## src/rtl/vga_timing_gen_if.sv

```systemverilog
// Raster output bundle from vga_timing_gen: DAC pins plus pixel coordinates for the colour mapper.
// Timing source drives through master; the colour mapper / DAC side uses slave.
interface vga_timing_gen_if;
  logic       VGA_CLK;
  logic       VGA_HS;
  logic       VGA_VS;
  logic       VGA_BLANK_N;
  logic       VGA_SYNC_N;
  logic [9:0] DrawX;
  logic [9:0] DrawY;
  logic       frame_start;

  modport master (
    output VGA_CLK,
    output VGA_HS,
    output VGA_VS,
    output VGA_BLANK_N,
    output VGA_SYNC_N,
    output DrawX,
    output DrawY,
    output frame_start
  );

  modport slave (
    input VGA_CLK,
    input VGA_HS,
    input VGA_VS,
    input VGA_BLANK_N,
    input VGA_SYNC_N,
    input DrawX,
    input DrawY,
    input frame_start
  );
endinterface

```

## src/rtl/vga_timing_gen.sv

```systemverilog
// Raster timing generator: halves Clk into the pixel cadence, runs h/v counters, drives DrawX/DrawY and sync/blank.
// Latency: DrawX/DrawY are the counter registers; sync/blank align with them (one extra pixel with VGA_SYNC_DELAY_EN).
// Backpressure: none, free-running; the colour mapper must consume coordinates every pixel.
module vga_timing_gen #(
  parameter int H_VISIBLE = 640,
  parameter int H_FRONT   = 16,
  parameter int H_SYNC    = 96,
  parameter int H_BACK    = 48,
  parameter int V_VISIBLE = 480,
  parameter int V_FRONT   = 10,
  parameter int V_SYNC    = 2,
  parameter int V_BACK    = 33
) (
  input  logic              Clk,
  input  logic              Reset,
  vga_timing_gen_if.master  vga
);

  localparam int H_TOTAL = H_VISIBLE + H_FRONT + H_SYNC + H_BACK;
  localparam int V_TOTAL = V_VISIBLE + V_FRONT + V_SYNC + V_BACK;

  generate
    if (H_TOTAL > 1024 || V_TOTAL > 1024 || H_VISIBLE < 1 || V_VISIBLE < 1 ||
        H_SYNC < 1 || V_SYNC < 1 || H_FRONT < 0 || H_BACK < 0 ||
        V_FRONT < 0 || V_BACK < 0) begin : g_bad_geometry
      $error("vga_timing_gen: illegal geometry, totals must be 1..1024");
    end
  endgenerate

  localparam logic [9:0]  H_LAST   = 10'(H_TOTAL - 1);
  localparam logic [9:0]  V_LAST   = 10'(V_TOTAL - 1);
  // Decode bounds are 11 bits so a sync pulse ending exactly at 1024 still compares correctly.
  localparam logic [10:0] H_VIS    = 11'(H_VISIBLE);
  localparam logic [10:0] HS_START = 11'(H_VISIBLE + H_FRONT);
  localparam logic [10:0] HS_END   = 11'(H_VISIBLE + H_FRONT + H_SYNC);
  localparam logic [10:0] V_VIS    = 11'(V_VISIBLE);
  localparam logic [10:0] VS_START = 11'(V_VISIBLE + V_FRONT);
  localparam logic [10:0] VS_END   = 11'(V_VISIBLE + V_FRONT + V_SYNC);

  logic       pix_en;
  logic [9:0] hc;
  logic [9:0] vc;
  logic [9:0] hc_nxt;
  logic [9:0] vc_nxt;
  logic       h_wrap;
  logic       v_wrap;
  logic       hs_nxt;
  logic       vs_nxt;
  logic       blank_n_nxt;
  logic       hs_q;
  logic       vs_q;
  logic       blank_n_q;
  logic       frame_start_q;
  logic [10:0] hc_ext;
  logic [10:0] vc_ext;

  always_comb begin
    h_wrap = (hc == H_LAST);
    v_wrap = (vc == V_LAST);
    hc_nxt = hc;
    vc_nxt = vc;
    if (pix_en) begin
      if (h_wrap) begin
        hc_nxt = '0;
        vc_nxt = v_wrap ? '0 : vc + 10'd1;
      end else begin
        hc_nxt = hc + 10'd1;
      end
    end
  end

  // Sync/blank decode the next-state counters so they land on the same edge as DrawX/DrawY.
  always_comb begin
    hc_ext      = {1'b0, hc_nxt};
    vc_ext      = {1'b0, vc_nxt};
    hs_nxt      = !((hc_ext >= HS_START) && (hc_ext < HS_END));
    vs_nxt      = !((vc_ext >= VS_START) && (vc_ext < VS_END));
    blank_n_nxt = (hc_ext < H_VIS) && (vc_ext < V_VIS);
  end

  always_ff @(posedge Clk) begin
    if (Reset) begin
      pix_en        <= 1'b0;
      hc            <= '0;
      vc            <= '0;
      hs_q          <= 1'b1;
      vs_q          <= 1'b1;
      blank_n_q     <= 1'b1;
      frame_start_q <= 1'b0;
    end else begin
      pix_en        <= ~pix_en;
      hc            <= hc_nxt;
      vc            <= vc_nxt;
      hs_q          <= hs_nxt;
      vs_q          <= vs_nxt;
      blank_n_q     <= blank_n_nxt;
      frame_start_q <= pix_en && h_wrap && v_wrap;
    end
  end

`ifdef VGA_SYNC_DELAY_EN
  // One pixel of lag to match a colour mapper with registered RGB.
  logic hs_d;
  logic vs_d;
  logic blank_n_d;

  always_ff @(posedge Clk) begin
    if (Reset) begin
      hs_d      <= 1'b1;
      vs_d      <= 1'b1;
      blank_n_d <= 1'b0;
    end else if (pix_en) begin
      hs_d      <= hs_q;
      vs_d      <= vs_q;
      blank_n_d <= blank_n_q;
    end
  end

  assign vga.VGA_HS      = hs_d;
  assign vga.VGA_VS      = vs_d;
  assign vga.VGA_BLANK_N = blank_n_d;
`else
  assign vga.VGA_HS      = hs_q;
  assign vga.VGA_VS      = vs_q;
  assign vga.VGA_BLANK_N = blank_n_q;
`endif

  assign vga.VGA_CLK     = pix_en;
  assign vga.VGA_SYNC_N  = 1'b0;
  assign vga.DrawX       = hc;
  assign vga.DrawY       = vc;
  assign vga.frame_start = frame_start_q;

endmodule
```

## src/flat_wrapper.sv

```systemverilog
// flat-port wrapper written by rule: the top's interface ports become plain ports
module vga_timing_gen_flat 
#(
  parameter int H_VISIBLE = 640,
  parameter int H_FRONT   = 16,
  parameter int H_SYNC    = 96,
  parameter int H_BACK    = 48,
  parameter int V_VISIBLE = 480,
  parameter int V_FRONT   = 10,
  parameter int V_SYNC    = 2,
  parameter int V_BACK    = 33
)
  (Clk, Reset, vga_VGA_CLK, vga_VGA_HS, vga_VGA_VS, vga_VGA_BLANK_N, vga_VGA_SYNC_N, vga_DrawX, vga_DrawY, vga_frame_start);
  vga_timing_gen_if vga_i ();
  input  logic Clk;
  input  logic Reset;
  output wire logic [$bits(vga_i.VGA_CLK)-1:0] vga_VGA_CLK;
  output wire logic [$bits(vga_i.VGA_HS)-1:0] vga_VGA_HS;
  output wire logic [$bits(vga_i.VGA_VS)-1:0] vga_VGA_VS;
  output wire logic [$bits(vga_i.VGA_BLANK_N)-1:0] vga_VGA_BLANK_N;
  output wire logic [$bits(vga_i.VGA_SYNC_N)-1:0] vga_VGA_SYNC_N;
  output wire logic [$bits(vga_i.DrawX)-1:0] vga_DrawX;
  output wire logic [$bits(vga_i.DrawY)-1:0] vga_DrawY;
  output wire logic [$bits(vga_i.frame_start)-1:0] vga_frame_start;
  assign vga_VGA_CLK = vga_i.VGA_CLK;
  assign vga_VGA_HS = vga_i.VGA_HS;
  assign vga_VGA_VS = vga_i.VGA_VS;
  assign vga_VGA_BLANK_N = vga_i.VGA_BLANK_N;
  assign vga_VGA_SYNC_N = vga_i.VGA_SYNC_N;
  assign vga_DrawX = vga_i.DrawX;
  assign vga_DrawY = vga_i.DrawY;
  assign vga_frame_start = vga_i.frame_start;
  vga_timing_gen #(.H_VISIBLE(H_VISIBLE), .H_FRONT(H_FRONT), .H_SYNC(H_SYNC), .H_BACK(H_BACK), .V_VISIBLE(V_VISIBLE), .V_FRONT(V_FRONT), .V_SYNC(V_SYNC), .V_BACK(V_BACK)) u_core (.Clk(Clk), .Reset(Reset), .vga(vga_i));
endmodule
```

## config.mk

```make
export PLATFORM = sky130hd
export DESIGN_NAME = vga_timing_gen_flat
export DESIGN_NICKNAME = d
export VERILOG_FILES = /design/src/rtl/vga_timing_gen_if.sv /design/src/rtl/vga_timing_gen.sv /design/src/flat_wrapper.sv
export SDC_FILE = /design/constraint.sdc
export NUM_CORES = 1
export LEC_CHECK = 0
export ABC_AREA = 0
export BUFFER_PORTS_ARGS = -buffer_cell sky130_fd_sc_hd__buf_2
export CELL_PAD_IN_SITES_DETAIL_PLACEMENT = 0
export CELL_PAD_IN_SITES_GLOBAL_PLACEMENT = 1
export CORE_AREA = 4 4 61 63
export DETAILED_ROUTE_END_ITERATION = 7
export DIE_AREA = 0 0 65 67
export GPL_TIMING_DRIVEN = 0
export PLACE_DENSITY = 0.86
export SLEW_MARGIN = 20
export SYNTH_ARGS = -nofsm -noshare
export SYNTH_HDL_FRONTEND = slang
export SYNTH_SLANG_ARGS = --single-unit
```

## constraint.sdc

```tcl
create_clock -name Clk -period 3 [get_ports Clk]
set_input_delay 0.15 -clock Clk [delete_from_list [all_inputs] [get_ports Clk]]
set_output_delay 0.15 -clock Clk [all_outputs]
set_load 0.02 [all_outputs]
```

==> impl_metrics.yaml <==
power:
  finalPower_w: 0.000510
  p_leak_nw: 0.566
  powerDensity_nw_per_um2: 336
  irDropWorstVdd_v: 0.000132
floorplan:
  coreArea_um2: 3230
  die_area_um2: 4360
  start_util: 0.403
  io-pin-count: 28
  std_cell_rows: 21
  die_x_um: 65
  die_h_um: 67
logic_synthesis:
  synthCells: 156
  ys_ff_latch: 25
  synth_fp_nets: 161
  synth_area_um2: 1300
  async_flop_share: 0
  yosysWarnings: 0
  avgSynthCellArea_um2: 8.34
  seq_area_frac_synth: 0.385
  synth.top_cells.by_area: "dfxtp_1, nand4_1, nor2_1"
  synth.distinct_cells: 44
  yosys.area.top_type: "dfxtp_1"
  synth_edf_count: 0
  ys.flop_type: "dfxtp_1"
  netlist.area_leader.share: 0.385
detailed_routing:
  wl_met3_um: 184
  routed_wl_um: 3130
  drc: 0
  wl_met1_um: 1340
  num_vias: 1248
  top_layer: "met4"
  wl_met2_um: 1580
  wl_per_cell_um: 13.5
  dr.pass1.iters: 4
  drt_iter0_drc: 124
  drtAntennaViolNets: 0
  avgViaCountPerCell: 5.38
sta:
  hold_viol_final: 0
  tightest_slew_ns: 0.911
  max_freq_ghz: 0.430
  maxSlewViolCount: 0
  period_needed_ns: 2.32
  setup_viol_count_final: 0
  fin_ws_ns: 0.676
  fin_crit_sh: 0.775
  rsz0062_at_grt: "no"
  skew_ns: 0.00980
  fin_setup_tns_ns: 0
  relSlewSlack: 0.388
global_routing:
  grt_pass1_vias: 1165
  grt_pass1_wl_um: 5220
  overflow: 0
  grt_max_degree: 14
  antenna_found_initial: 0
  grt.total_usage: 0.155
clock_tree:
  clock_sinks: 25
  cts_buffers: 3
  postCtsSetupRepairBufs: 0
  clock_latency_ns: 0.31
  clock_path_buffers: 2
  htreeDepth: 1
  cts-hold-fix-buffers: 0
  cts_tree: "yes"
  cts_resized: 0
  clk_pin_slew_ns: 0.14
  cts_root_buffer: "clkbuf_4"
worst_setup_path:
  worst_path_max_delay_cell: "nor4_2"
  crit_type: "reg2reg"
  slowest_delay_ns: 0.77
  cp_max_fo: 10
  worst_setup_path_end_kind: "flop"
  crit_chain: "ha_1 -> nand2_1 -> nor4_2 -> nand3_1 -> xor2_1 -> nor3_2 -> nand4_1"
  critPathArrivalTime_ns: 2.53
  critPathRequiredTime_ns: 3.20
  start_kind: "flop"
layout:
  drive_gt1_frac: 0.226
  final_net_count: 192
  diodes: 0
  final_area_um2: 1520
  fin_cells: 232
  area_growth_pct: 16.4
outcome:
  status: "finished clean"
placed_design:
  place_congestion: 0.866
  post_dp_cell_area_um2: 1490
  place_ws_ns: 0.700
  hpwl_um: 2370
  io_buffers: 26
  dp_cells: 228
worst_hold_path:
  hold_class: "in2reg"
job:
  maxCapViolCount: 0
sequential cells by signal, indices dropped and copies added, names as in the netlist:
signal	flops
u_core.vga.VGA_HS	1
u_core.vga.DrawX	10
u_core.vga.VGA_BLANK_N	1
u_core.vga.frame_start	1
u_core.vga.VGA_CLK	1
u_core.vga.DrawY	10
u_core.vga.VGA_VS	1
metrics by stage:
| stage | hold WS (ns) | utilization |
|---|---|---|
| global placement | 0.376 | 0.461 |
| detailed placement | 0.385 | 0.461 |
| CTS | 0.0369 | 0.469 |
| finish | 0.0427 | 0.469 |
| global route | 0.0501 | 0.469 |
| floorplan | 0.222 | - |
power by group:
| part | internal (W) | leakage (nW) | switching [W] | total [W] |
|---|---|---|---|---|
| clock | 0.0000519 | 0.0150 | 0.0000973 | 0.000149 |
| combinational | 0.00000801 | 0.349 | 0.0000152 | 0.0000232 |
| sequential | 0.000335 | 0.202 | 0.00000229 | 0.000337 |
| total | 0.000395 | 0.566 | 0.000115 | 0.000510 |
Yosys cell counts, types with 2 or more instances:
library cell and instances:
o211ai_1 3, nand4_1 9, ha_1 3, nor3_1 11, xor2_1 6, xnor2_1 5
clkbuf_1 5, and3_1 4, a31oi_1 3, dfxtp_1 25, o311ai_0 2, nand2_1 11
nand3_1 11, nor2_1 15, inv_1 3, o21ai_0 4, a21oi_1 8, buf_2 2
critical path: cells and delay by family, from the launching register on:
family / cells / cell delay, ns
xor gates and xnor gates: 1 / 0.22
DFF: 1 / 0.40
and+or+nand+nor: 5 / 1.38
adders and majority gates: 1 / 0.22
kinds of logic after synthesis:
| group | synth area share |
|---|---|
| compound gates | 0.131 |
| other cells | 0.00288 |
| xor+xnor | 0.0740 |
| mux | 0.00865 |
| flops | 0.385 |
| simple gates | 0.325 |
| buf+inv | 0.0452 |
| fa+ha+maj | 0.0288 |
cell usage in the layout (no fill, tap or decap), types with 2 or more instances in the layout:
cell / instances
xor2_1: 6
a21oi_1: 8
nand4_1: 9
o211ai_1: 3
inv_1: 3
nand2_1: 11
dfxtp_1: 25
xnor2_1: 5
nor2_1: 15
clkbuf_4: 3
o21ai_0: 4
ha_1: 3
o311ai_0: 2
and3_1: 4
a31oi_1: 3
nand3_1: 11
buf_2: 28
nor3_1: 11
clkbuf_1: 6
worst paths after layout:
kind	from	end	slack, ns	cells past startpoint
hold reg to reg	u_core.vga.DrawX[1]	u_core.vga.DrawX[1]	0.53	2
setup reg to reg	u_core.vga.DrawX[0]	u_core.vga.VGA_VS	0.68	7
hold / removal	Reset	u_core.vga.DrawX[9]	0.04	2
setup / recovery	u_core.vga.DrawX[0]	u_core.vga.VGA_VS	0.68	7
layer usage:
metal  track usage  vias to the layer above
met1         0.185                      567
met3        0.0236                        4
met5             0                        -
met4        0.0660                        0
met2         0.273                       47
li1              -                      630
final cells by class:
cell class | instances | area [µm²]
fillers | 344 | 1720
multi-input cells | 119 | 742
flip-flops and latches | 25 | 500
repair buffers | 26 | 130
well taps | 46 | 57.6
plain buffers | 9 | 47.5
clock buffers | 4 | 26.3
inverters | 3 | 11.3
(Power assumes the default switching activity.)
